--- src/rtl/seq_detect_param_pkg.sv ---
// Shared definitions for the parametrised serial sequence detector.
package seq_detect_param_pkg;

    localparam logic MODE_NONOVL = 1'b0;
    localparam logic MODE_OVL    = 1'b1;

    // Bits needed to hold the values 0..v-1.
    function automatic int clog2(input int v);
        int r;
        r = 0;
        for (int i = 0; i < 31; i++) begin
            if ((32'sd1 << i) < v) r = i + 1;
        end
        return r;
    endfunction

endpackage

--- src/rtl/seq_detect_param_sat_counter.sv ---
// Saturating event counter with a registered all-ones flag.
module sat_counter #(
    parameter int W = 8
) (
    input  logic         clk,
    input  logic         rst,
    input  logic         clr,
    input  logic         inc,
    output logic [W-1:0] cnt,
    output logic         sat
);

    logic [W-1:0] cnt_n;

    always_comb begin
        cnt_n = cnt + {{(W-1){1'b0}}, 1'b1};
    end

    always_ff @(posedge clk) begin
        if (rst || clr) begin
            cnt <= '0;
            sat <= 1'b0;
        end else if (inc && !sat) begin
            cnt <= cnt_n;
            sat <= &cnt_n;
        end
    end

endmodule

--- src/rtl/seq_detect_param.sv ---
// Serial pattern detector: programmable PAT_W-bit pattern, valid-gated input,
// overlapping or non-overlapping matching and a saturating match counter.
module seq_detect_param
    import seq_detect_param_pkg::*;
#(
    parameter int PAT_W = 3,
    parameter int CNT_W = 8
) (
    input  logic             clk,
    input  logic             rst,
    input  logic             X,
    input  logic             x_valid,
    input  logic [PAT_W-1:0] pattern,
    input  logic             overlap,
    input  logic             clr,
    output logic             out,
    output logic [CNT_W-1:0] match_cnt,
    output logic             cnt_sat
);

    localparam int                FILL_W   = clog2(PAT_W + 1);
    localparam logic [FILL_W-1:0] FILL_MAX = FILL_W'(PAT_W);

    logic [PAT_W-1:0]  hist, hist_n;
    logic [FILL_W-1:0] fill, fill_n;
    logic              hit_p0;
    logic              vld_p0;

    // Stage 0: candidate next history and match decision for the incoming bit
    always_comb begin
        hist_n = {hist[PAT_W-2:0], X};
        fill_n = (fill == FILL_MAX) ? FILL_MAX : fill + {{(FILL_W-1){1'b0}}, 1'b1};
        hit_p0 = (fill_n == FILL_MAX) && (hist_n == pattern);
        vld_p0 = x_valid && !rst && !clr;
    end

    // Stage 1: commit history; non-overlap restarts the fill so the next match
    // needs PAT_W fresh bits, while the stale history is simply left in place.
    always_ff @(posedge clk) begin
        if (rst || clr) begin
            hist <= '0;
            fill <= '0;
            out  <= 1'b0;
        end else if (x_valid) begin
            hist <= hist_n;
            fill <= (hit_p0 && (overlap == MODE_NONOVL)) ? '0 : fill_n;
            out  <= hit_p0;
        end else begin
            out  <= 1'b0;
        end
    end

    sat_counter #(
        .W(CNT_W)
    ) u_cnt (
        .clk (clk),
        .rst (rst),
        .clr (clr),
        .inc (vld_p0 && hit_p0),
        .cnt (match_cnt),
        .sat (cnt_sat)
    );

endmodule

--- config.mk ---
export PLATFORM = sky130hd
export DESIGN_NAME = seq_detect_param
export DESIGN_NICKNAME = d
export VERILOG_FILES = /design/src/rtl/seq_detect_param_pkg.sv /design/src/rtl/seq_detect_param_sat_counter.sv /design/src/rtl/seq_detect_param.sv
export SDC_FILE = /design/constraint.sdc
export NUM_CORES = 1
export LEC_CHECK = 0
export ABC_AREA = 1
export CORE_AREA = 3 3 44 46
export CTS_CLUSTER_SIZE = 12
export DETAILED_ROUTE_END_ITERATION = 10
export DIE_AREA = 0 0 47 49
export GPL_TIMING_DRIVEN = 0
export HOLD_SLACK_MARGIN = 0.05
export PLACE_DENSITY = 0.77
export SLEW_MARGIN = 20
export SYNTH_ARGS = -nofsm -noshare
export SYNTH_HDL_FRONTEND = slang
export SYNTH_SLANG_ARGS = --single-unit
export TNS_END_PERCENT = 10
--- constraint.sdc ---
create_clock -name clk -period 2.2 [get_ports clk]
set_input_delay 0.33 -clock clk [delete_from_list [all_inputs] [get_ports clk]]
set_output_delay 0.33 -clock clk [all_outputs]
set_load 0.02 [all_outputs]
== Word-level counts from Yosys, hierarchy flattened ==
Cells that the tools add are included.
Operators by class
  bitwise operators: 2
  add/subtract/negate cells: 2
  equal/unequal tests: 3
  mux-type cells: 2
  reductions and logical operators: 12
Operator list (number)
  adder 8 x 1 -> 8 bit, second input constant: 1
  AND reduction 8 bit: 1
  logical AND 1 bit: 6
  equality test 2 bit, second input constant: 2
  two-way mux 2 bit: 2
  equality test 3 bit: 1
  zero test 1 bit: 3
  adder 2 x 1 -> 2 bit, second input constant: 1
  NOT 1 bit: 2
  OR reduction 2 bit: 1
  logical OR 1 bit: 1
Word-level totals
  output and inout port bits: 10
  flip-flop bits (word level): 14
  logic and storage cells: 26
  input bits: 9

== Depth between registers and ports, before layout ==
Gate-level depths: netlist of run 1.
  depth after elaboration: 6
  depth in mapped cells: 9
  mapped depth without buffers: 9

== Hierarchy ==
From an unflattened synthesis of run 1, not the netlist that was laid out.
Unflattened totals
  cells, all modules: 123
  area total of the unflattened synthesis: 848.3 um^2
Modules (own cells, without submodules)
  sat_counter: seq. area each 180.2 um^2, times used 1, cells each 79, area an instance 558.0 um^2
  seq_detect_param: seq. area each 100.1 um^2, times used 1, cells each 44, area an instance 290.3 um^2

== Worst setup path after synthesis of run 1 ==
Ideal clock, no wire load.
  kind: reg2reg
  start: register u_cnt.cnt[1]
  end: register u_cnt.sat
  stages on the path, launching flop included: 10
  data required time: 2.130 ns
  slack: 0.808 ns
  setup time: 0.070 ns
  path buffers: 0
  clock period less this slack: 1.392 ns
  arrival: 1.322 ns
  path through: dfxtp_1 -> ha_1 -> nand3_1 -> nor2_1 -> nand2_1 -> nand2_1 -> nand2_1 -> nor2_1 -> nand2_1 -> a21oi_1
On the way
  word-level cells in the longest chain between the ends: 2
Ends and longest elaborated chain
  start, declared: RTL line seq_detect_param_sat_counter.sv:9  | output logic [W-1:0] cnt,
  start signal, assigned: RTL line seq_detect_param_sat_counter.sv:24  | cnt <= cnt_n;
  adder 8 x 1 -> 8 bit: RTL line seq_detect_param_sat_counter.sv:16  | cnt_n = cnt + {{(W-1){1'b0}}, 1'b1};
  AND reduction 8 bit: RTL line seq_detect_param_sat_counter.sv:25  | sat <= &cnt_n;
  end signal, assigned: RTL line seq_detect_param_sat_counter.sv:25
  end, declared: RTL line seq_detect_param_sat_counter.sv:10  | output logic sat
Every way passes these cells.
A chain may end at the register's enable or synchronous reset.

== Worst setup path in the final report of run 1 ==
  start: register u_cnt.cnt[3]
  end: output match_cnt[3]
RTL lines
  end, declared: RTL line seq_detect_param.sv:17  | output logic [CNT_W-1:0] match_cnt,
No word-level cell between the ends.

==> results by stage, run 1 <==
Global routing:
- The number of antenna violations at the first check in global routing was 0.
- The via count of the first global-routing pass came to 584.
- The total grt overflow is 0.
- The global-route wire length before repair is 2.33 mm.
- The maximum number of pins on one net before global-route repair is 11.
- For this run, the total global-route usage over all layers was measured as 0.135.

Place:
- The placer's final routability congestion estimate is 0.815.
- The HPWL after detailed placement is around 1.2 mm.
- After detailed placement, the total cell area comes to just under 1000 µm².
- The quantity of I/O buffers inserted on ports is 18.
- The number of placed instances with taps included is 148.

Routing:
- The detail route stage leaves a number of antenna-violating nets equal to 0.
- After detailed routing, the number of remaining DRC violations is 0.
- In this run, the number of DRC markers left after iteration 0 of detailed routing was 5.
- The final wirelength is ~1.5 mm.
- The average wire length per cell after detail routing is around 9.7 µm.
- The vias per cell is between 4 and 5.
- The first-pass iteration count of the detailed router is 4.
- The routed layout has around 700 vias.

Clock tree:
- In this run the clock root is driven by a sky130_fd_sc_hd__clkbuf_4.
- The clock net in this run drives a total of 14 sinks.
- The maximum buffer depth of the clock tree is 2.
- The number of gates resized after CTS is 0.
- The post-CTS repair timing setup buffer count is 0.
- The maximum level of the CTS H-tree is 1.
- TritonCTS built the clock tree.
- After clock tree synthesis, the clock-pin slew on the worst setup and hold paths is approximately 0.08 ns.
- The CTS buffer count is 3.
- The clock insertion delay at the later pin of the skew report is ~0.28 ns.
- The hold buffer count at CTS is 0.

Setup path:
- The kind of capture point of the worst setup path is an output pin.
- The classification of the worst setup path is register to output pin.
- The cell family contributing the most delay on the critical path is buffers and inverters.
- The worst setup path is launched from a register.
- At the worst endpoint, the arrival time is around 1.4 ns.
- The maximum fanout count along the critical path is 7.
- Among all stages on the critical path, the largest delay is contributed by sky130_fd_sc_hd__clkdlybuf4s50_1.
- For the worst setup path, the data required time is 1.87 ns.
- Walking the worst path, the cells encountered are clkdlybuf4s50_1.
- The buffers plus inverters on the worst setup path is 1.
- For this run, the slowest stage of the critical path takes between 0.6 and 0.7 ns.

Die:
- The die area is between 2000 and 2500 µm².
- The initial utilization of the core area, before any placement, comes to 0.502.
- The number of core rows is 14.
- The die is between 40 and 50 µm wide.
- The core region area is roughly 1500 µm².
- The I/O pin total is 19.
- The die is 49 µm tall.

Finish:
- The net count of the finished layout is 148.
- The commonest non-fill, non-tap cell in the layout is sky130_fd_sc_hd__nand2_1.
- Relative to the synthesized area, the layout overhead comes to 28.8%.
- The filler cells instantiated in the layout total 150.
- The final standard cell count with taps included and fillers excluded is ~150.
- The number of antenna diodes in the final layout is 0.
- The top cell types in the final layout, fill and taps aside, are sky130_fd_sc_hd__nand2_1 (32), sky130_fd_sc_hd__clkdlybuf4s50_1 (18), sky130_fd_sc_hd__inv_1 (14), sky130_fd_sc_hd__nor2_1 (14), sky130_fd_sc_hd__dfxtp_1 (14).
- Measured on the finished design, the core utilization comes to 0.646.
- The cell area after layout is 996 µm².
- In the final layout, the share of cells above drive strength 1 is 0.104.

Synthesis:
- In the synthesized netlist, the number of instances is ~110.
- The cell area that synthesis handed to floorplanning was about 770 µm².
- The number of storage elements in the synthesis netlist is 14.
- Counting every net in the synthesized netlist gives 125.
- The biggest area contributor in the post-synthesis netlist is sky130_fd_sc_hd__dfxtp_1.
- Yosys printed 0 warnings.
- The top cell type's share of synthesized area is 0.362.
- Ranked by total cell area, the synthesized netlist is headed by sky130_fd_sc_hd__dfxtp_1 (36%), sky130_fd_sc_hd__nand2_1 (16%), sky130_fd_sc_hd__inv_1 (6.8%), sky130_fd_sc_hd__nor2_1 (6.8%), sky130_fd_sc_hd__a21oi_1 (4.5%).
- The number of unique standard cell types used by synthesis is 22.
- Of the synthesized area, sequential elements account for 0.362.
- In this run the mean area of a mapped cell was 6.78 µm².

Status:
- The flow ran to the end, and the final reports show no timing, DRC or antenna violations.

STA:
- Derived from the worst setup path, the maximum achievable clock frequency is 576 MHz.
- The total count of hold-check failures in the final report was 0.
- In the final timing run, aggregate negative setup slack is 0 ns.
- The number of max-slew violations in the final report is 0.
- The final cycle utilization of the critical path is 0.789.
- The worst-margin pin slew is about 0.26 ns.
- The minimum clock period is between 1.5 and 2 ns.
- The final setup violation count is 0.
- The clock arrives with 0.00480 ns of skew.
- The worst-case headroom to the max-slew limit is 0.827.
- Setup repair after global routing left no endpoint under its margin.

Pwr:
- Dividing total power by cell area gives a power density of about 440 nW/µm².
- The maximum vdd ir drop is between 200 and 250 µV.
- The static leakage is approximately 0.38 nW.

Flow run:
- The tool flagged a number of max-cap violations equal to 0.

Min path:
- The path class of the tightest hold or removal check is register to register.
where the power goes:
group	switching, W	internal (W)	total [W]
Sequential	0.00000186	0.000256	0.000258
Clock	0.0000803	0.0000634	0.000144
Combinational	0.0000190	0.0000216	0.0000406
path summary, 6_finish.rpt:
kind / slack, ns / startpoint / cells after the start / endpoint
hold / removal: 0.47 / hist[1]$_SDFFE_PP0P_ / 2 / hist[1]$_SDFFE_PP0P_
hold reg to reg: 0.47 / hist[1]$_SDFFE_PP0P_ / 2 / hist[1]$_SDFFE_PP0P_
setup / recovery: 0.46 / u_cnt.cnt[3]$_SDFFE_PP0P_ / 1 / match_cnt[3]
setup reg to reg: 0.84 / u_cnt.cnt[1]$_SDFFE_PP0P_ / 9 / u_cnt.sat$_SDFFE_PP0P_
cells in the mapped netlist, drive strengths merged:
master and number:
xor2 1, dfxtp 14, nand2 33, inv 16, buf 2, xnor2 2
clkinv 2, o21ai 7, nand4 2, a21oi 8, or2 1, nor2 18
o2111ai 1, nand3 5, ha 2
kinds of logic after synthesis:
logic type / Yosys count / synth area share
buffers and inverters: 20 / 0.117
AOI/OAI and AO/OA: 16 / 0.113
xor gates and xnor gates: 3 / 0.0340
DFF: 14 / 0.362
adders and majority gates: 2 / 0.0324
and+or+nand+nor: 59 / 0.341
registers in the layout, summed over array words and instances (netlist names):
| signal | flops |
|---|---|
| u_cnt.cnt | 8 |
| fill | 2 |
| hist | 2 |
| out | 1 |
| u_cnt.sat | 1 |
metal layers:
metal	track usage	wire [µm]
met1	0.179	697
met2	0.210	679
met3	0.0332	80
met4	0.0415	9
met5	0	0
layout make-up:
| cell class | instances | area, µm² | area share |
|---|---|---|---|
| well taps | 16 | 20.0 | 0.0201 |
| repair buffers | 18 | 180 | 0.181 |
| flip-flops and latches | 14 | 280 | 0.281 |
| inverters | 18 | 67.6 | 0.0678 |
| plain buffers | 2 | 22.5 | 0.0226 |
| clock buffers | 3 | 22.5 | 0.0226 |
| multi-input cells | 80 | 403 | 0.405 |
through the flow:
stage	power [W]	worst slack [ns]	hold WS, ns
2_1_floorplan	0.000284	0.808	0.421
3_3_place_gp	0.000303	0.434	0.453
3_5_place_dp	0.000304	0.410	0.458
4_1_cts	0.000450	0.444	0.471
5_1_grt	0.000463	0.424	0.497
6_report	0.000442	0.465	0.466
No activity file was read; power rests on OpenSTA's default activity.
==> run 2, diff against run 1 <==
- CORE_AREA: 3 3 44 46 -> 3 3 47 49
- DIE_AREA: 0 0 47 49 -> 0 0 50 52
- PLACE_DENSITY: 0.77 -> 0.71
- clock period: 2.2 -> 1.43 ns (I/O delays scaled with it)
==> run 2 against run 1 <==
Non-clock buffer count grew 3. Clock power grew 100%. Combinational power up 68%. Critical path depth is 9 higher. Final area is 11% higher. Core utilization down 6.6 points. Die area up 13%. Worst hold slack worse by 0.18 ns. First-iteration DRC count unchanged. Sequential share of layout area fell by 1.8 points. Wire length rose by 11%. Global-route usage fell by 0.44 points. Critical path type is now input pin to register. Critical endpoint is now u_cnt.sat$_SDFFE_PP0P_.
==> results by stage, run 2 (synthesized netlist as in run 1, its figures left out) <==
Pwr:
- The share of total power consumed by net switching is 0.231 (was 0.229).
- The maximum vdd ir drop is 603 µV (was 249 µV).
- The power dissipated by switching net loads is 0.000175 W (was 0.000101 W).
- The part of the total power dissipated in sequential elements is 0.521 (was 0.583).
- The cell area power density is 686 nW/µm² (was 444 nW/µm²).
- The fraction of power consumed by combinational cells is 0.090 (was 0.092).
- The internal portion of total power is 0.000582 W (was 0.000341 W).
- The static leakage was 0.488 nW (was 0.383 nW).
- The part of the power in the clock network is 0.389 (was 0.325).

Global routing:
- The global-route wire length before repair is 2.62 mm (was 2.33 mm).
- The total grt overflow was 0 (unchanged).
- The number of antenna violations at the first check in global routing is 0 (unchanged).
- The routing usage on met1 is 0.155 (was 0.179).
- The fraction of met2 tracks used by global routing is 0.222 (was 0.210).
- The met3 usage was 0.0344 (was 0.0332).
- The maximum number of pins on one net before global-route repair is 11 (unchanged).
- The total routing usage reported by global routing is 0.131 (was 0.135).
- The via count of the first global-routing pass is 646 (was 584).
- The busiest layer in global routing is met2 (unchanged).

Die:
- The overall die width is 50 µm (was 47 µm).
- The vertical extent of the die came to 52 µm (was 49 µm).
- The starting density of the core is 0.407 (was 0.502).
- The core region area is 1900 µm² (was 1540 µm²).
- The die area came to 2600 µm² (was 2300 µm²).
- The number of core rows is 16 (was 14).
- The I/O pin total is 19 (unchanged).

Routing:
- The number of design rule violations left after detail routing was 0 (unchanged).
- The average wire length per cell after detail routing is 9.81 µm (was 9.72 µm).
- The vias per cell is 4.51 (was 4.71).
- The remaining antenna violation count is 0 (unchanged).
- The final wirelength came to 1.63 mm (was 1.47 mm).
- The routed via count came to 749 (was 711).
- The violation count after the first detailed-route iteration is 5 (unchanged).
- The first-pass iteration count of the detailed router is 4 (unchanged).

Setup path:
- The kind of capture point of the worst setup path is a register (was output pin).
- Cell breakdown of the critical path: clkdlybuf4s50_1 -> inv_1 -> nand2_1 -> nand2_1 -> nor2_2 -> nand4_4 -> buf_6 -> nor2_4 -> nand2_2 -> a21oi_2 (was clkdlybuf4s50_1).
- The critical path data arrival time is 1.57 ns (was 1.41 ns).
- The family with the most delay on the worst path is buffers and inverters (unchanged).
- The dominant cell type by count on the critical path is sky130_fd_sc_hd__nand2_1.
- The required time reported for the critical path endpoint is 1.66 ns (was 1.87 ns).
- The buffers plus inverters on the worst setup path is 3 (was 1).
- The maximum fanout count along the critical path was 5 (was 7).
- The peak per-stage delay on the critical path came to 0.48 ns (was 0.66 ns).
- The category of the worst setup path launch point is an input pin (was register).
- The classification of the worst setup path is input pin to register (was register to output pin).
- The worst-path cell with the longest stage delay is sky130_fd_sc_hd__clkdlybuf4s50_1 (unchanged).

Finish:
- Leading registers by flop count: u_cnt.cnt: 8 flops, fill: 2 flops, hist: 2 flops (unchanged).
- The flip-flop count of the largest register, all copies and words added is 8 (unchanged).
- Commonest cells after routing, fill and taps aside: sky130_fd_sc_hd__nand2_1 (31), sky130_fd_sc_hd__inv_1 (14), sky130_fd_sc_hd__nor2_1 (11), sky130_fd_sc_hd__dlygate4sd2_1 (10), sky130_fd_sc_hd__dfxtp_1 (8) (was sky130_fd_sc_hd__nand2_1 (32), sky130_fd_sc_hd__clkdlybuf4s50_1 (18), sky130_fd_sc_hd__inv_1 (14), sky130_fd_sc_hd__nor2_1 (14), sky130_fd_sc_hd__dfxtp_1 (14)).
- The count of inserted antenna diode cells came to 0 (unchanged).
- The proportion of layout cells with a drive suffix above 1 is 0.223 (was 0.104).
- The count of filler cells inserted in the layout came to 186 (was 150).
- The register name with the most flops was u_cnt.cnt (unchanged).
- The post-synthesis to final-layout area growth is 42.7% (was 28.8%).
- The commonest non-fill, non-tap cell in the layout is sky130_fd_sc_hd__nand2_1 (unchanged).
- The final net count is 151 (was 148).

STA:
- The worst-margin pin slew is 0.271 ns (was 0.258 ns).
- The total count of hold-check failures in the final report came to 0 (unchanged).
- For this run, the top clock speed supported by timing is between 700 and 800 MHz.
- The final cycle utilization of the critical path is 0.936.
- After layout, the minimum clock period comes to approximately 1.3 ns.
- The accumulated negative setup slack is 0 ns (unchanged).
- The number of max-slew violations in the final report is 0 (unchanged).
- The worst-case headroom to the max-slew limit came to 0.818 (was 0.827).
- The clock tree skew after final layout is 0.00389 ns (was 0.00480 ns).
- The final setup violation count is 0 (unchanged).
- The post-layout worst setup margin is 0.0921 ns (was 0.465 ns).

Clock tree:
- The CTS buffer count is 3 (unchanged).
- The clock insertion delay at the later pin of the skew report came to 0.29 ns (was 0.28 ns).
- The number of sinks on the clock net was 14 (unchanged).
- The maximum level of the CTS H-tree is 1 (unchanged).
- The library cell used as clock root buffer is sky130_fd_sc_hd__clkbuf_4 (unchanged).
- The maximum buffer depth of the clock tree is 2 (unchanged).
- The CTS tree was yes (unchanged).
- The clock-pin slew reported for the worst setup and hold paths after clock tree synthesis is 0.09 ns (was 0.08 ns).

Flow run:
- The number of maximum-capacitance constraint violations is 0 (unchanged).

Place:
- The HPWL after detailed placement was 1.20 mm (was 1.16 mm).
- The pre-CTS setup slack is -0.261 ns (was 0.410 ns).
- The placer's final routability congestion estimate was 0.778 (was 0.815).
- The quantity of I/O buffers inserted on ports came to 18 (unchanged).

Min path:
- The type of the tightest min-delay check is input pin to register (was register to register).

Status:
- Outcome: finished clean (unchanged).
-- run 2: per-stage QoR --
step	power (W)	util	area (µm²)	hold WS, ns	std cells
3_3_place_gp	0.000467	0.519	987	0.454	159
4_1_cts	0.000759	0.532	1010	0.477	163
6_report	0.000757	0.580	1100	0.287	166
5_1_grt	0.000794	0.580	1100	0.305	166
3_5_place_dp	0.000469	0.519	987	0.463	159
2_1_floorplan	0.000438	-	773	0.306	114
-- run 2: layout make-up --
| cell class | count | area (µm²) | share of cell area |
|---|---|---|---|
| tap | 27 | 33.8 | 0.0306 |
| buffer | 2 | 22.5 | 0.0204 |
| sequential | 14 | 290 | 0.263 |
| multi-input combinational | 80 | 455 | 0.413 |
| clock buffer | 4 | 36.3 | 0.0329 |
| inverter | 18 | 67.6 | 0.0612 |
| timing repair buffer | 21 | 198 | 0.179 |
-- run 2: what timing repair did --
action,CTS,global route
gates resized for setup,11,21
pin swaps,0,8
hold buffers,0,0
cloned,0,1
endpoints found under the setup margin,11,3
setup buffers,0,2
-- run 2: power groups by stage --
stage	sequential (W)	combinational, W	clock (W)
final	0.000394	0.0000681	0.000294
after global placement	0.000405	0.0000617	0
after floorplan	0.000405	0.0000325	0
after CTS	0.000396	0.0000633	0.000300
after global routing	0.000395	0.0000762	0.000322
after detailed placement	0.000406	0.0000631	0
-- run 2: worst paths after layout --
path | slack, ns | start | endpoint | cells after the start
setup reg to reg | 0.12 | u_cnt.cnt[1]$_SDFFE_PP0P_ | u_cnt.sat$_SDFFE_PP0P_ | 9
hold reg to reg | 0.47 | hist[1]$_SDFFE_PP0P_ | hist[1]$_SDFFE_PP0P_ | 2
hold / removal | 0.29 | clr | u_cnt.cnt[4]$_SDFFE_PP0P_ | 4
setup / recovery | 0.09 | X | u_cnt.sat$_SDFFE_PP0P_ | 10
-- run 2: routing by layer --
| layer | up-vias | wire, µm | part of all wire |
|---|---|---|---|
| li1 | 406 | - | - |
| met3 | 2 | 68 | 0.042 |
| met2 | 16 | 793 | 0.49 |
| met5 | - | 0 | 0 |
| met1 | 325 | 743 | 0.46 |
| met4 | 0 | 23 | 0.014 |
-- run 2: worst min-delay path, stage by stage --
cell                             delay [ns]
sky130_fd_sc_hd__dlymetal6s2s_1        0.07
sky130_fd_sc_hd__or2_1                 0.11
sky130_fd_sc_hd__buf_6                 0.11
sky130_fd_sc_hd__a21oi_1               0.04
==> run 3, diff against run 2 <==
- RECOVER_POWER: not set -> 100
==> run 3 against run 2 <==
Clock power about the same. Critical path depth did not move. Worst setup slack unchanged. Combinational power is 4.0% lower. Sequential cell count unchanged. Global-route usage unchanged. Worst hold slack improved by 0.0074 ns. First-iteration DRC count unchanged. Count of clock-buffer cells in the layout stayed put. Die area unchanged. Maximum frequency stayed put.
==> results by stage, run 3 (synthesized netlist as in run 1, its figures left out) <==
Finish:
- The post-synthesis to final-layout area growth is 41.7% (was 42.7%).
- Leading registers by flop count: u_cnt.cnt: 8 flops, fill: 2 flops, hist: 2 flops (unchanged).
- The flip-flop count of the largest register, all copies and words added is 8 (unchanged).
- The count of filler cells inserted in the layout is 188 (was 186).
- Commonest cells after routing, fill and taps aside: sky130_fd_sc_hd__nand2_1 (31), sky130_fd_sc_hd__inv_1 (14), sky130_fd_sc_hd__nor2_1 (11), sky130_fd_sc_hd__dlygate4sd2_1 (10), sky130_fd_sc_hd__dfxtp_1 (8) (unchanged).
- The area of the multi-input gates was 455 µm² (unchanged).
- The sequential cell area is 290 µm² (unchanged).
- The final net count is 151 (unchanged).
- The register name with the most flops is u_cnt.cnt (unchanged).
- The commonest non-fill, non-tap cell in the layout is sky130_fd_sc_hd__nand2_1 (unchanged).
- The proportion of layout cells with a drive suffix above 1 is 0.216 (was 0.223).
- The count of inserted antenna diode cells is 0 (unchanged).

Routing:
- The remaining antenna violation count is 0 (unchanged).
- The vias per cell is 4.51 (unchanged).
- The average wire length per cell after detail routing was 9.81 µm (unchanged).
- The post-route met1 wirelength is 744 µm (was 743 µm).
- The total met2 wirelength after detailed routing came to 793 µm (unchanged).
- The first-pass iteration count of the detailed router is 4 (unchanged).
- The length of routed met3 wiring is 68 µm (unchanged).
- The routed via count came to 749 (unchanged).
- The number of design rule violations left after detail routing is 0 (unchanged).
- The highest metal layer with signal wires is met4 (unchanged).
- The final wirelength is 1.63 mm (unchanged).
- The violation count after the first detailed-route iteration is 5 (unchanged).

Setup path:
- The category of the worst setup path launch point is an input pin (unchanged).
- The family with the most delay on the worst path is buffers and inverters (unchanged).
- The worst-path cell with the longest stage delay is sky130_fd_sc_hd__clkdlybuf4s50_1 (unchanged).
- The peak per-stage delay on the critical path is 0.48 ns (about the same).
- The critical path data arrival time is 1.57 ns (about the same).
- The register-to-register setup slack is 0.12 ns (about the same).
- The kind of capture point of the worst setup path was a register (unchanged).
- The critical register-to-register path startpoint is u_cnt.cnt[1]$_SDFFE_PP0P_ (unchanged).
- The buffers plus inverters on the worst setup path is 3 (unchanged).
- The maximum fanout count along the critical path was 5 (unchanged).
- The endpoint of the worst register-to-register path is u_cnt.sat$_SDFFE_PP0P_ (unchanged).
- The length in cells of the worst reg-to-reg path is 9 (unchanged).
- Cell breakdown of the critical path: clkdlybuf4s50_1 -> inv_1 -> nand2_1 -> nand2_1 -> nor2_2 -> nand4_4 -> buf_6 -> nor2_4 -> nand2_2 -> a21oi_2 (unchanged).
- The first element of the critical path was X (unchanged).
- The required time reported for the critical path endpoint is 1.66 ns (about the same).
- The classification of the worst setup path is input pin to register (unchanged).
- The dominant cell type by count on the critical path is sky130_fd_sc_hd__nand2_1 (unchanged).

Global routing:
- The global-route wire length before repair was 2.62 mm (unchanged).
- The via count of the first global-routing pass was 646 (unchanged).
- The total routing usage reported by global routing is 0.131 (unchanged).
- The maximum number of pins on one net before global-route repair is 11 (unchanged).
- The number of antenna violations at the first check in global routing is 0 (unchanged).
- The total grt overflow came to 0 (unchanged).

STA:
- The total count of hold-check failures in the final report is 0 (unchanged).
- The number of max-slew violations in the final report is 0 (unchanged).
- The final cycle utilization of the critical path was 0.936 (unchanged).
- The worst-margin pin slew is 0.271 ns (about the same).
- The minimum clock period was 1.34 ns (unchanged).
- The maximum achievable frequency came to 747 MHz (unchanged).
- The worst-case headroom to the max-slew limit came to 0.818 (about the same).
- The clock tree skew after final layout came to 0.00389 ns (unchanged).
- The final setup violation count was 0 (unchanged).
- The tightest hold margin came to 0.295 ns (was 0.287 ns).

Clock tree:
- The clock-pin slew reported for the worst setup and hold paths after clock tree synthesis came to 0.09 ns (about the same).
- The CTS buffer count is 3 (unchanged).
- The number of sinks on the clock net came to 14 (unchanged).
- The maximum level of the CTS H-tree is 1 (unchanged).
- The CTS tree is yes (unchanged).
- The clock insertion delay at the later pin of the skew report is 0.29 ns (about the same).
- The library cell used as clock root buffer is sky130_fd_sc_hd__clkbuf_4 (unchanged).
- The maximum buffer depth of the clock tree came to 2 (unchanged).

Die:
- The vertical extent of the die came to 52 µm (unchanged).
- The core region area is 1900 µm² (unchanged).
- The starting density of the core was 0.407 (unchanged).
- The I/O pin total came to 19 (unchanged).
- The overall die width is 50 µm (unchanged).
- The number of core rows is 16 (unchanged).
- The die area is 2600 µm² (unchanged).

Flow run:
- The number of maximum-capacitance constraint violations is 0 (unchanged).

Min path:
- The type of the tightest min-delay check is input pin to register (unchanged).
- The end point of the worst hold path was hist[0]$_SDFFE_PP0P_ (was u_cnt.cnt[4]$_SDFFE_PP0P_).
- The launch point of the worst hold path is x_valid (was clr).
- The number of cells traversed by the worst hold path is 2 (was 4).

Place:
- The HPWL after detailed placement is 1.20 mm (unchanged).
- The placer's final routability congestion estimate is 0.778 (unchanged).
- The quantity of I/O buffers inserted on ports was 18 (unchanged).

Pwr:
- The post-layout total power is 0.000754 W (was 0.000757 W).
- The maximum vdd ir drop is 603 µV (about the same).
- The cell area power density is 688 nW/µm² (was 686 nW/µm²).
- The static leakage came to 0.482 nW (was 0.488 nW).

Status:
- Outcome: finished clean (unchanged).
-- run 3: cell count changes in the layout (fill, tap and decap cells not counted), sizes merged --
| cell | previous run | this run |
|---|---|---|
| buf | 5 | 4 |
| clkbuf | 4 | 5 |
-- run 3: layer usage --
metal,track usage,vias to the layer above
met3,0.0344,2
met1,0.155,325
met2,0.222,16
met4,0.0553,0
li1,-,406
met5,0,-
-- run 3: worst max path at each step --
stage | to | slack [ns] | cells past startpoint
final | u_cnt.sat$_SDFFE_PP0P_ | 0.09 | 10
after global routing | u_cnt.sat$_SDFFE_PP0P_ | -0.004 | 9
after CTS | u_cnt.sat$_SDFFE_PP0P_ | 0.04 | 9
after detailed placement | u_cnt.sat$_SDFFE_PP0P_ | -0.26 | 9
after global placement | u_cnt.sat$_SDFFE_PP0P_ | -0.22 | 9
after floorplan | u_cnt.sat$_SDFFE_PP0P_ | 0.04 | 9
-- run 3: area by class of cell --
type | count | share of cell area
inverter | 18 | 0.0616
sequential | 14 | 0.265
multi-input combinational | 80 | 0.416
tap | 27 | 0.0308
clock buffer | 4 | 0.0331
buffer | 2 | 0.0137
timing repair buffer | 21 | 0.180
-- run 3: through the flow --
step | instance area, µm² | utilization | setup slack (ns) | setup TNS (ns) | instances
after detailed placement | 987 | 0.519 | -0.261 | -2.11 | 159
after global placement | 987 | 0.519 | -0.223 | -1.80 | 159
after global routing | 1100 | 0.576 | -0.00405 | -0.00405 | 166
after floorplan | 773 | - | 0.0385 | 0 | 114
final | 1100 | 0.576 | 0.0921 | 0 | 166
after CTS | 1010 | 0.532 | 0.0447 | 0 | 163
-- run 3: power by group --
group | leakage (nW) | total (W) | switching, W | internal (W)
Clock | 0.0210 | 0.000294 | 0.000139 | 0.000155
Combinational | 0.345 | 0.0000654 | 0.0000321 | 0.0000333
Sequential | 0.117 | 0.000394 | 0.00000291 | 0.000392
-- run 3: repair_timing --
item	in CTS	in global routing
gates resized for setup	11	21
gates cloned	0	1
pin swaps	0	8
hold buffers	0	0
setup buffers	0	2
setup endpoints to repair	11	3
